==> config.mk <==
export PLATFORM = sky130hd
export DESIGN_NAME = selector_barcos_multijugador
export DESIGN_NICKNAME = d
export VERILOG_FILES = /design/src/rtl/batalla_pkg.sv /design/src/rtl/contador_barcos_updown.sv /design/src/rtl/selector_barcos_multijugador.sv
export SDC_FILE = /design/constraint.sdc
export NUM_CORES = 1
export LEC_CHECK = 0
export BUFFER_PORTS_ARGS = -buffer_cell sky130_fd_sc_hd__buf_2
export CELL_PAD_IN_SITES_DETAIL_PLACEMENT = 2
export CELL_PAD_IN_SITES_GLOBAL_PLACEMENT = 2
export CORE_MARGIN = 2
export CORE_UTILIZATION = 33
export DETAILED_ROUTE_END_ITERATION = 16
export HOLD_SLACK_MARGIN = 0.15
export PLACE_DENSITY_LB_ADDON = 0.1
export SLEW_MARGIN = 40
export SYNTH_ARGS = -nofsm -noshare
export SYNTH_HDL_FRONTEND = slang
export SYNTH_SLANG_ARGS = --single-unit
==> constraint.sdc <==
create_clock -name clk -period 3.45 [get_ports clk]
set_input_delay 0.8625 -clock clk [delete_from_list [all_inputs] [get_ports clk]]
set_output_delay 0.8625 -clock clk [all_outputs]
set_load 0.01 [all_outputs]
==> src/rtl/batalla_pkg.sv <==
// Shared types and default boat-count limits for the battleship setup and placement logic.
package batalla_pkg;

  typedef enum logic [1:0] {
    SEL_IDLE,
    SEL_SELECT,
    SEL_DONE
  } sel_state_t;

  localparam int unsigned MIN_BARCOS_DEF = 1;
  localparam int unsigned MAX_BARCOS_DEF = 5;

  // Bits needed to hold any value in 0..max_val.
  function automatic int unsigned cnt_width(input int unsigned max_val);
    return $clog2(max_val + 1);
  endfunction

endpackage

==> src/rtl/contador_barcos_updown.sv <==
// Bounded up/down boat counter; saturates at MIN/MAX, or wraps when SELECTOR_WRAP_EN is defined.
module contador_barcos_updown
  import batalla_pkg::*;
#(
  parameter int unsigned MIN   = MIN_BARCOS_DEF,
  parameter int unsigned MAX   = MAX_BARCOS_DEF,
  parameter int unsigned CNT_W = cnt_width(MAX)
) (
  input  logic             clk,
  input  logic             rst,
  input  logic             clr,
  input  logic             inc,
  input  logic             dec,
  input  logic             en,
  output logic [CNT_W-1:0] value
);

  localparam logic [CNT_W-1:0] MinV = CNT_W'(MIN);
  localparam logic [CNT_W-1:0] MaxV = CNT_W'(MAX);
  localparam logic [CNT_W-1:0] OneV = CNT_W'(1);

  logic [CNT_W-1:0] value_q, value_d;

  always_comb begin
    value_d = value_q;
    if (clr) begin
      value_d = MinV;
    end else if (en && inc && !dec) begin
      if (value_q >= MaxV) begin
`ifdef SELECTOR_WRAP_EN
        value_d = MinV;
`else
        value_d = MaxV;
`endif
      end else begin
        value_d = value_q + OneV;
      end
    end else if (en && dec && !inc) begin
      if (value_q <= MinV) begin
`ifdef SELECTOR_WRAP_EN
        value_d = MaxV;
`else
        value_d = MinV;
`endif
      end else begin
        value_d = value_q - OneV;
      end
    end
  end

  always_ff @(posedge clk or posedge rst) begin
    if (rst) begin
      value_q <= MinV;
    end else begin
      value_q <= value_d;
    end
  end

  assign value = value_q;

endmodule

==> src/rtl/selector_barcos_multijugador.sv <==
// Per-player boat-count selection FSM for the setup phase.
// Define SELECTOR_WRAP_EN to make inc/dec wrap at the limits instead of saturating.
module selector_barcos_multijugador
  import batalla_pkg::*;
#(
  parameter int unsigned NUM_JUGADORES = 2,
  parameter int unsigned MIN_BARCOS    = MIN_BARCOS_DEF,
  parameter int unsigned MAX_BARCOS    = MAX_BARCOS_DEF,
  parameter int unsigned CNT_W         = cnt_width(MAX_BARCOS),
  parameter int unsigned JUG_W         = (NUM_JUGADORES > 1) ? $clog2(NUM_JUGADORES) : 1
) (
  input  logic                             clk,
  input  logic                             rst,
  input  logic                             enable,
  input  logic                             inc,
  input  logic                             dec,
  input  logic                             confirm,
  input  logic                             new_game,
  output logic [CNT_W-1:0]                 result,
  output logic [JUG_W-1:0]                 jugador,
  output logic [NUM_JUGADORES*CNT_W-1:0]   counts,
  output logic                             FSM_next_State,
  output logic                             listo_pulse
);

  localparam logic [JUG_W-1:0] LastJug = JUG_W'(NUM_JUGADORES - 1);
  localparam logic [JUG_W-1:0] OneJug  = JUG_W'(1);

  sel_state_t                       state_q, state_d;
  logic [JUG_W-1:0]                 jug_q, jug_d;
  logic [NUM_JUGADORES*CNT_W-1:0]   counts_q, counts_d;
  logic                             listo_q, listo_d;

  logic active_sel;
  logic last_jug;
  logic cnt_clr;
  logic cnt_en;

  assign active_sel = enable && (state_q == SEL_SELECT);
  assign last_jug   = (jug_q == LastJug);
  // Confirm outranks inc/dec, so the counter is frozen while a confirm is taken.
  assign cnt_en     = active_sel && !confirm;
  assign cnt_clr    = new_game || (active_sel && confirm && !last_jug);

  contador_barcos_updown #(
    .MIN   (MIN_BARCOS),
    .MAX   (MAX_BARCOS),
    .CNT_W (CNT_W)
  ) u_contador (
    .clk   (clk),
    .rst   (rst),
    .clr   (cnt_clr),
    .inc   (inc),
    .dec   (dec),
    .en    (cnt_en),
    .value (result)
  );

  always_comb begin
    state_d  = state_q;
    jug_d    = jug_q;
    counts_d = counts_q;
    if (new_game) begin
      state_d  = SEL_IDLE;
      jug_d    = '0;
      counts_d = '0;
    end else if (enable) begin
      unique case (state_q)
        SEL_IDLE: state_d = SEL_SELECT;
        SEL_SELECT: begin
          if (confirm) begin
            counts_d[jug_q*CNT_W +: CNT_W] = result;
            if (last_jug) begin
              state_d = SEL_DONE;
            end else begin
              jug_d = jug_q + OneJug;
            end
          end
        end
        SEL_DONE: state_d = SEL_DONE;
        default:  state_d = SEL_IDLE;
      endcase
    end
  end

  assign listo_d = (state_d == SEL_DONE) && (state_q != SEL_DONE);

  always_ff @(posedge clk or posedge rst) begin
    if (rst) begin
      state_q  <= SEL_IDLE;
      jug_q    <= '0;
      counts_q <= '0;
      listo_q  <= 1'b0;
    end else begin
      state_q  <= state_d;
      jug_q    <= jug_d;
      counts_q <= counts_d;
      listo_q  <= listo_d;
    end
  end

  assign jugador        = jug_q;
  assign counts         = counts_q;
  assign FSM_next_State = (state_q == SEL_DONE);
  assign listo_pulse    = listo_q;

endmodule
# Word-level counts from Yosys, hierarchy flattened
# Cells that the tools add are included.
[word_totals]
regBits = 13
in_bits = 7
wordCells = 58
[classes]
add_sub_neg = 4
n_mul = 1
n_lt_le_gt_ge = 2
eq_ne = 4
shift = 2
n_mux = 20
n_reduce_logical = 20
[op_table]
columns = ["operator", "n"]
rows = [
  ["$neg A3 Y34", 1],
  ["$shift A3 B34 Y6 const A", 1],
  ["$shiftx A3 B34 Y6", 1],
  ["$mux W6", 4],
  ["$mux W3", 5],
  ["$logic_and A1 B1 Y1", 9],
  ["$mux W2", 4],
  ["$bwmux W6", 1],
  ["$pmux W2 S3", 1],
  ["$reduce_bool A2 Y1", 3],
  ["$mux W1", 5],
  ["$eq A2 B2 Y1 const B", 2],
  ["$logic_not A1 Y1", 4],
  ["$add A3 B1 Y3 const B", 1],
  ["$ge A3 B3 Y1 const B", 1],
  ["$le A3 B1 Y1 const B", 1],
  ["$mul A1 B2 Y3 const B", 1],
  ["$reduce_and A3 Y1", 1],
  ["$reduce_bool A3 Y1", 1],
  ["$sub A3 B1 Y3 const B", 1],
  ["$eq A2 B1 Y1 const B", 1],
  ["$logic_not A2 Y1", 1],
  ["$ne A2 B2 Y1 const B", 1],
  ["$add A1 B1 Y1 const B", 1],
  ["$logic_or A1 B1 Y1", 1],
]

# Logic depth before layout (Yosys ltp)
# Gate-level depths: netlist of the first run.
[logic_depth]
ltp_word = 8
depth_mapped = 6
depth_no_buf = 6

# Modules after synthesis
# A second synthesis of the first run with hierarchy kept.
[unflattened]
hier_cells = 77
area_unflattened_um2 = 763.2
[modules_own_cells]
columns = ["module", "n_inst", "cells_each", "area_each_um2"]
rows = [
  ["selector_barcos_multijugador", 1, 43, 478.0],
  ["contador_barcos_updown", 1, 34, 285.3],
]

# Worst setup path before layout of the first run
# Ideal clock, no wire load.
[synth_timing]
path_kind = "input-to-reg"
start = "input confirm"
end = "register u_contador.value_q[0], in the netlist u_contador.value[0]"
setup_time_ns = 0.086
t_arrival_ns = 1.703
required_ns = 3.364
path_slack_ns = 1.660
cell_stages = 6
path_buffers = 2
cell_sequence = "and4b_1 > buf_6 > and2_1 > buf_6 > nor4_1 > a21oi_1"
[synth_between]
elab_chain_cells = 6
word_cells_on_any_way = 12
classes_between = "mux: 2; reduce/logical: 10"
[synth_rtl]
columns = ["item", "line_no", "source"]
rows = [
  ["start: declaration", "selector_barcos_multijugador.sv:17", "input logic confirm,"],
  ["$logic_not A1 Y1", "selector_barcos_multijugador.sv:42", "assign cnt_en = active_sel && !confirm;"],
  ["$logic_and A1 B1 Y1", "selector_barcos_multijugador.sv:42", ""],
  ["$logic_and A1 B1 Y1 (2 in a row)", "contador_barcos_updown.sv:28", "end else if (en && inc && !dec) begin"],
  ["$mux W3", "contador_barcos_updown.sv:28", ""],
  ["$mux W3", "contador_barcos_updown.sv:26", "if (clr) begin"],
  ["end signal: assignment", "contador_barcos_updown.sv:53", "value_q <= MinV;"],
  ["end signal: assignment", "contador_barcos_updown.sv:55", "value_q <= value_d;"],
  ["end: declaration", "contador_barcos_updown.sv:22", "logic [CNT_W-1:0] value_q, value_d;"],
]
# Parallel ways exist; a longest one is shown, timed or not.
# A chain may end at the register's enable or synchronous reset.

# Worst setup path in the final report of the first run
[layout_timing]
start = "register state_q[0]"
end = "output FSM_next_State"
[layout_between]
elab_chain_cells = 1
[layout_rtl]
columns = ["item", "line_no", "source"]
rows = [
  ["start: declaration", "selector_barcos_multijugador.sv:29", "sel_state_t state_q, state_d;"],
  ["start signal: assignment", "selector_barcos_multijugador.sv:95", "state_q <= state_d;"],
  ["$eq A2 B2 Y1", "selector_barcos_multijugador.sv:104", "assign FSM_next_State = (state_q == SEL_DONE);"],
  ["end: declaration", "selector_barcos_multijugador.sv:22", "output logic FSM_next_State,"],
]
# Every way passes these cells.

==> out/qor.csv, run 1 <==
stage,metric,value,unit
run_status,status,finished clean,
setup_path,Setup Crit Path Kind,reg -> out,
yosys,Ys Warns,0,
clocking,CTS tree,built,
power,Max VDD drop,0.000262,V
floorplan,Die Y,51.9,um
worst_hold_path,Worst Hold Class,reg -> reg,
clocking,CTS buffer count,3,
clocking,clk buf depth,2,
setup_path,Worst EP required,2.59,ns
sta,f_max,509,MHz
layout,Area Overhead vs Synth,16.6,%
floorplan,FP Rows,17,
floorplan,Core Box Area,0.00219,mm2
floorplan,die area,0.00269,mm2
layout,ant diodes,0,
sta,RSZ-0062 raised after global routing,false,
yosys,Synth Net Count,86,
yosys,Post-Syn Area,756,um2
routing,WL/cell,14.6,um
floorplan,Die W,51.9,um
sta,max-slew violation count,0,
placed_design,I/O Buffers,18,
yosys,"Seq/Total Area, Yosys",43.2,%
placed_design,Final Wtd Congestion,0.657,
clocking,H-tree levels,1,
sta,Clock Skews,0.00179,ns
yosys,Syn Inst Count,76,
routing,post-route ant nets,0,
sta,Worst Max-Slew Pin Slew,0.488,ns
yosys,Syn Area/Cell,9.94,um2
sta,final hold violation count,0,
routing,First-pass DRT Iterations,4,
layout,layout cell share with drive strength beyond 1,28.4,%
sta,Tcrit/Tclk final,56.9,%
routing,Post-Route WL,1800,um
sta,fin crit period,1.96,ns
clocking,clock latency on the worst-skew pair,0.27,ns
setup_path,"Max FO, Critical Path",6,
grt,vias in the first global route,667,
yosys,synthesized flop and latch total,13,
routing,Vias/cell,5.10,
clocking,post_cts resized,0,
setup_path,CP Capture Type,output pin,
setup_path,CP arrival,1.10,ns
setup_path,"Slowest-stage cell, CP",dfrtp_1,
power,Static Leak,0.417,nW
flow_run,max-cap viol count,0,
clocking,setup repair bufs after CTS,0,
layout,Final Util,40.2,%
grt,largest net degree at the start of global routing,14,
placed_design,DP HPWL,1330,um
routing,DR iter-0 viols,5,
yosys,number of distinct library cells after synthesis,28,
grt,grt total ovfl,0,
layout,Layout fillers,255,
setup_path,Setup crit start kind,register,
sta,setup TNS,0,ns
routing,DR vias,627,
layout,final net count,106,
clocking,# hold bufs at CTS,0,
routing,Remaining DRCs,0,
sta,final setup fails,0,
grt,total global-route track usage,15.9,%
clocking,clk slew on worst S/H paths,0.08,ns
sta,slew margin rel.,67.4,%
grt,initial antenna violation count,0,
setup_path,CP cell instances,"and2b_2, buf_2",
clocking,CTS Sinks,13,
clocking,CTS root buffer,clkbuf_4,
floorplan,initial core utilization,34.5,%
setup_path,Crit path largest cell delay,0.46,ns
power,pwr dens,317,mW/mm2
grt,first-pass GRT wire length,3060,um
floorplan,I/O pins,19,
-- metal layers --
layer / up-vias / GRT usage (%) / wire, um
li1: 303 / - / -
met3: 2 / 5.17 / 86
met4: 0 / 3.95 / 8
met2: 17 / 27.0 / 873
met1: 305 / 19.3 / 830
met5: - / 0 / 0
-- cell usage after synthesis, drive strengths merged --
cell type	n	share of area (%)
and4b	1	1.3
and2b	1	1.2
nand3	5	3.3
inv	6	3.0
buf	2	3.0
or3	1	0.83
nor3	1	1.3
clkbuf	1	0.50
nand2b	2	1.7
nand4bb	1	3.6
nor2	9	4.5
dfstp	1	3.5
nand2	6	3.0
o311a	1	2.8
xnor2	1	1.2
and3	1	0.83
a32o	1	1.3
nor4	2	2.5
o21ai	3	2.0
a31oi	2	1.7
nand3b	1	0.99
ha	3	5.0
a21oi	6	4.0
and2	1	0.83
mux2i	5	6.6
dfrtp	12	40
-- cells in the final DEF (no fill, tap or decap), types with 2 or more instances in the layout --
master | Yosys | final
mux2i_1 | 5 | 5
a31oi_1 | 2 | 2
nand3_1 | 5 | 5
o21ai_0 | 2 | 2
ha_1 | 3 | 3
dfrtp_1 | 12 | 12
nor2_1 | 9 | 9
buf_2 | 0 | 18
inv_1 | 6 | 6
a21oi_1 | 6 | 6
nand2b_1 | 2 | 2
nand2_1 | 6 | 6
clkbuf_4 | 0 | 3
-- registers in the layout, indices dropped and copies added (netlist names) --
register and count:
counts 6, jugador 1, listo_pulse 1, state_q 2
u_contador.value 3
-- power by group --
part | leakage [nW] | internal (W) | switching (W) | total [W]
logic | 0.226 | 0.0000107 | 0.0000175 | 0.0000282
clock network | 0.0150 | 0.0000448 | 0.0000476 | 0.0000924
registers | 0.176 | 0.000155 | 0.00000412 | 0.000159
total | 0.417 | 0.000210 | 0.0000692 | 0.000279
-- path summary, 6_finish.rpt --
kind,start,to,slack (ns),cells past startpoint
setup / recovery,state_q[0],FSM_next_State,1.49,2
hold / removal,counts[5],counts[5],0.53,2
setup reg to reg,u_contador.value[0],u_contador.value[2],1.84,6
hold reg to reg,counts[5],counts[5],0.53,2
max in group asynchronous,rst,u_contador.value[0],2.50,2
min in group asynchronous,rst,state_q[0],0.60,2
-- layout make-up --
type	instances	area, um2	share of cell area, %
clock buffer	4	26.3	2.98
tap	28	35.0	3.98
timing repair buffer	18	90.1	10.2
multi-input combinational	54	380	43.2
sequential	13	327	37.1
inverter	6	22.5	2.56
-- metrics by stage --
stage          hold slack, ns  instances  power, W  worst slack (ns)  instance area (um2)
2_1_floorplan           0.540         76  0.000180              1.66                  756
3_3_place_gp            0.508        119  0.000189              1.45                  855
3_5_place_dp            0.517        119  0.000191              1.43                  855
4_1_cts                 0.536        123  0.000285              1.47                  881
5_1_grt                 0.571        123  0.000298              1.42                  881
6_report                0.529        123  0.000279              1.49                  881
-- cell families after synthesis --
kind of cell / count (synthesis) / share of synthesized area [%]
flip-flops: 13 / 43.2
XOR/XNOR: 1 / 1.16
adder cells (fa/ha/maj): 3 / 4.97
buffers and inverters: 9 / 6.46
multiplexers: 5 / 6.62
AO/OA/AOI/OAI: 13 / 11.8
AND/OR/NAND/NOR: 32 / 25.8
-- critical path, delay by kind of cell, from the launching register on --
family        cells  cell delay, ns
simple gates      1            0.24
buf+inv           1            0.13
flops             1            0.46
No activity file was read; power rests on OpenSTA's default activity.
==> run 2, diff against run 1 <==
Settings changed: ABC_AREA set to 1, CORE_UTILIZATION 33 to 28.
Clock period 3.45 ns to 1.9 ns, I/O delays scaled along.
==> out/qor.csv, run 2 <==
stage,metric,value,unit
layout,Layout fillers,313,
setup_path,crit path launch,state_q[1],
flow_run,max-cap viol count,0,
layout,Post-Layout Cell Count,141,
sta,slew margin rel.,64.6,%
sta,Tcrit/Tclk final,85.2,%
setup_path,r2r endpoint,u_contador.value[2],
sta,setup TNS,0,ns
power,pwr dens,610,mW/mm2
yosys,Synth Net Count,99,
floorplan,Die Y,55.3,um
setup_path,reg-to-reg startpoint,u_contador.value[0],
clocking,setup repair bufs after CTS,0,
routing,Post-Route WL,1970,um
routing,DR iter-0 viols,5,
floorplan,I/O pins,19,
power,clock share of power,33.1,%
clocking,CTS tree,built,
clocking,clk buf depth,2,
run_status,status,finished clean,
layout,ant diodes,0,
setup_path,Worst EP required,1.42,ns
yosys,Ys Warns,0,
power,switching power,0.000154,W
clocking,H-tree levels,1,
layout,Largest register FFs,6,
layout,layout cell share with drive strength beyond 1,31.5,%
clocking,clock latency on the worst-skew pair,0.28,ns
floorplan,initial core utilization,29.7,%
clocking,# hold bufs at CTS,0,
yosys,most instantiated cells after synthesis,"nand2_1 (19), inv_1 (14), dfrtp_1 (12)",
yosys,"Seq/Total Area, Yosys",44.4,%
clocking,clk slew on worst S/H paths,0.08,ns
clocking,CTS root buffer,clkbuf_4,
yosys,number of distinct library cells after synthesis,23,
sta,final setup fails,0,
power,Switching Fraction,28.4,%
power,combinational share of power,13.4,%
yosys,top area cells in the synthesized netlist,"dfrtp_1 (41%), nand2_1 (9.7%), inv_1 (7.1%), nand3_1 (6.8%), ha_1 (5.1%)",
grt,largest net degree at the start of global routing,14,
grt,total global-route track usage,14.2,%
sta,max-slew violation count,0,
floorplan,Core Box Area,0.00248,mm2
setup_path,Setup crit end,FSM_next_State,
grt,first-pass GRT wire length,3370,um
yosys,Synth top area share,40.8,%
clocking,CTS Sinks,13,
grt,initial antenna violation count,0,
power,Seq pwr share,53.5,%
placed_design,Placed Cells,137,
setup_path,CP arrival,1.14,ns
grt,vias in the first global route,689,
yosys,largest area contributor in the netlist,dfrtp_1,
power,Pwr Total,0.000543,W
sta,RSZ-0062 raised after global routing,false,
sta,Worst Max-Slew Pin Slew,0.530,ns
layout,"commonest cells after routing, fill and taps aside","nand2_1 (19), buf_2 (18), inv_1 (14)",
placed_design,I/O Buffers,18,
yosys,most frequent cell after synthesis,nand2_1,
routing,WL/cell,13.9,um
clocking,post_cts resized,0,
setup_path,worst reg2reg setup slack,0.48,ns
yosys,ys async rst share,100,%
routing,post-route ant nets,0,
yosys,"EDFF count, synth",0,
clocking,CTS buffer count,3,
setup_path,CP Capture Type,output pin,
floorplan,Die W,55.3,um
setup_path,Setup crit start kind,register,
power,Int Pwr,0.000389,W
layout,final net count,122,
placed_design,DP HPWL,1530,um
floorplan,die area,0.00305,mm2
layout,"commonest non-fill, non-tap cell in the layout",nand2_1,
placed_design,Final Wtd Congestion,0.769,
routing,First-pass DRT Iterations,3,
worst_hold_path,Worst Hold Class,in -> async,
sta,f_max,617,MHz
floorplan,FP Rows,18,
layout,Area Overhead vs Synth,20.9,%
grt,grt total ovfl,0,
layout,area of the multi-input gates,349,um2
layout,Final Util,35.9,%
sta,Clock Skews,0.00164,ns
yosys,synthesized flop and latch total,13,
layout,Seq. cell area,327,um2
power,Static Leak,0.492,nW
power,Max VDD drop,0.000249,V
yosys,Most used DFF post-synth,dfrtp_1,
yosys,Post-Syn Area,736,um2
routing,DR vias,671,
sta,final hold violation count,0,
setup_path,Setup Crit Path Kind,reg -> out,
setup_path,worst r2r path cells,7,
yosys,Syn Inst Count,89,
yosys,Syn Area/Cell,8.27,um2
setup_path,"Max FO, Critical Path",5,
routing,Remaining DRCs,0,
routing,Vias/cell,4.76,
sta,fin crit period,1.62,ns
[run 2: stage by stage]
stage	cell area (um2)	hold WS [ns]	worst slack, ns
floorplan	736	0.351	0.596
global placement	863	0.469	0.498
detailed placement	863	0.479	0.506
CTS	890	0.236	0.257
global route	890	0.242	0.152
finish	890	0.219	0.280
[run 2: logic make-up after synthesis]
| group | count (synthesis) | synth area share (%) |
|---|---|---|
| simple gates | 44 | 30.6 |
| fa+ha+maj | 3 | 5.10 |
| flops | 13 | 44.4 |
| xor+xnor | 2 | 2.38 |
| buf+inv | 16 | 8.16 |
| compound gates | 11 | 9.35 |
[run 2: cell type report]
cell class | count | area share, %
clock buffer | 4 | 2.95
sequential | 13 | 36.7
inverter | 16 | 6.75
tap | 30 | 4.22
multi-input combinational | 60 | 39.2
timing repair buffer | 18 | 10.1
[run 2: per-layer routing]
metal	part of all wire [%]	global-route usage (%)
met5	0	0
met2	46	21.9
met1	50	19.5
met3	2.9	2.11
met4	0.97	6.27
[run 2: power by group through the flow]
| stage | clock network, W | registers, W | logic, W |
|---|---|---|---|
| after global placement | 0 | 0.000296 | 0.0000732 |
| after floorplan | 0 | 0.000297 | 0.0000440 |
| after global routing | 0.000211 | 0.000292 | 0.0000835 |
| after detailed placement | 0 | 0.000296 | 0.0000742 |
| final | 0.000179 | 0.000291 | 0.0000728 |
| after CTS | 0.000192 | 0.000291 | 0.0000749 |
[run 2: worst max-delay path: stages (launching register included)]
cell,delay (ns)
dfrtp_1,0.54
inv_1,0.10
nor2_1,0.09
buf_2,0.13
[run 2: worst min-delay path by stage]
| stage | from | cells past startpoint | endpoint |
|---|---|---|---|
| 2_1_floorplan | rst | 1 | counts[0] |
| 3_3_place_gp | counts[2] | 2 | counts[2] |
| 3_5_place_dp | counts[0] | 2 | counts[0] |
| 4_1_cts | rst | 2 | jugador |
| 5_1_grt | rst | 2 | listo_pulse |
| 6_report | rst | 2 | jugador |
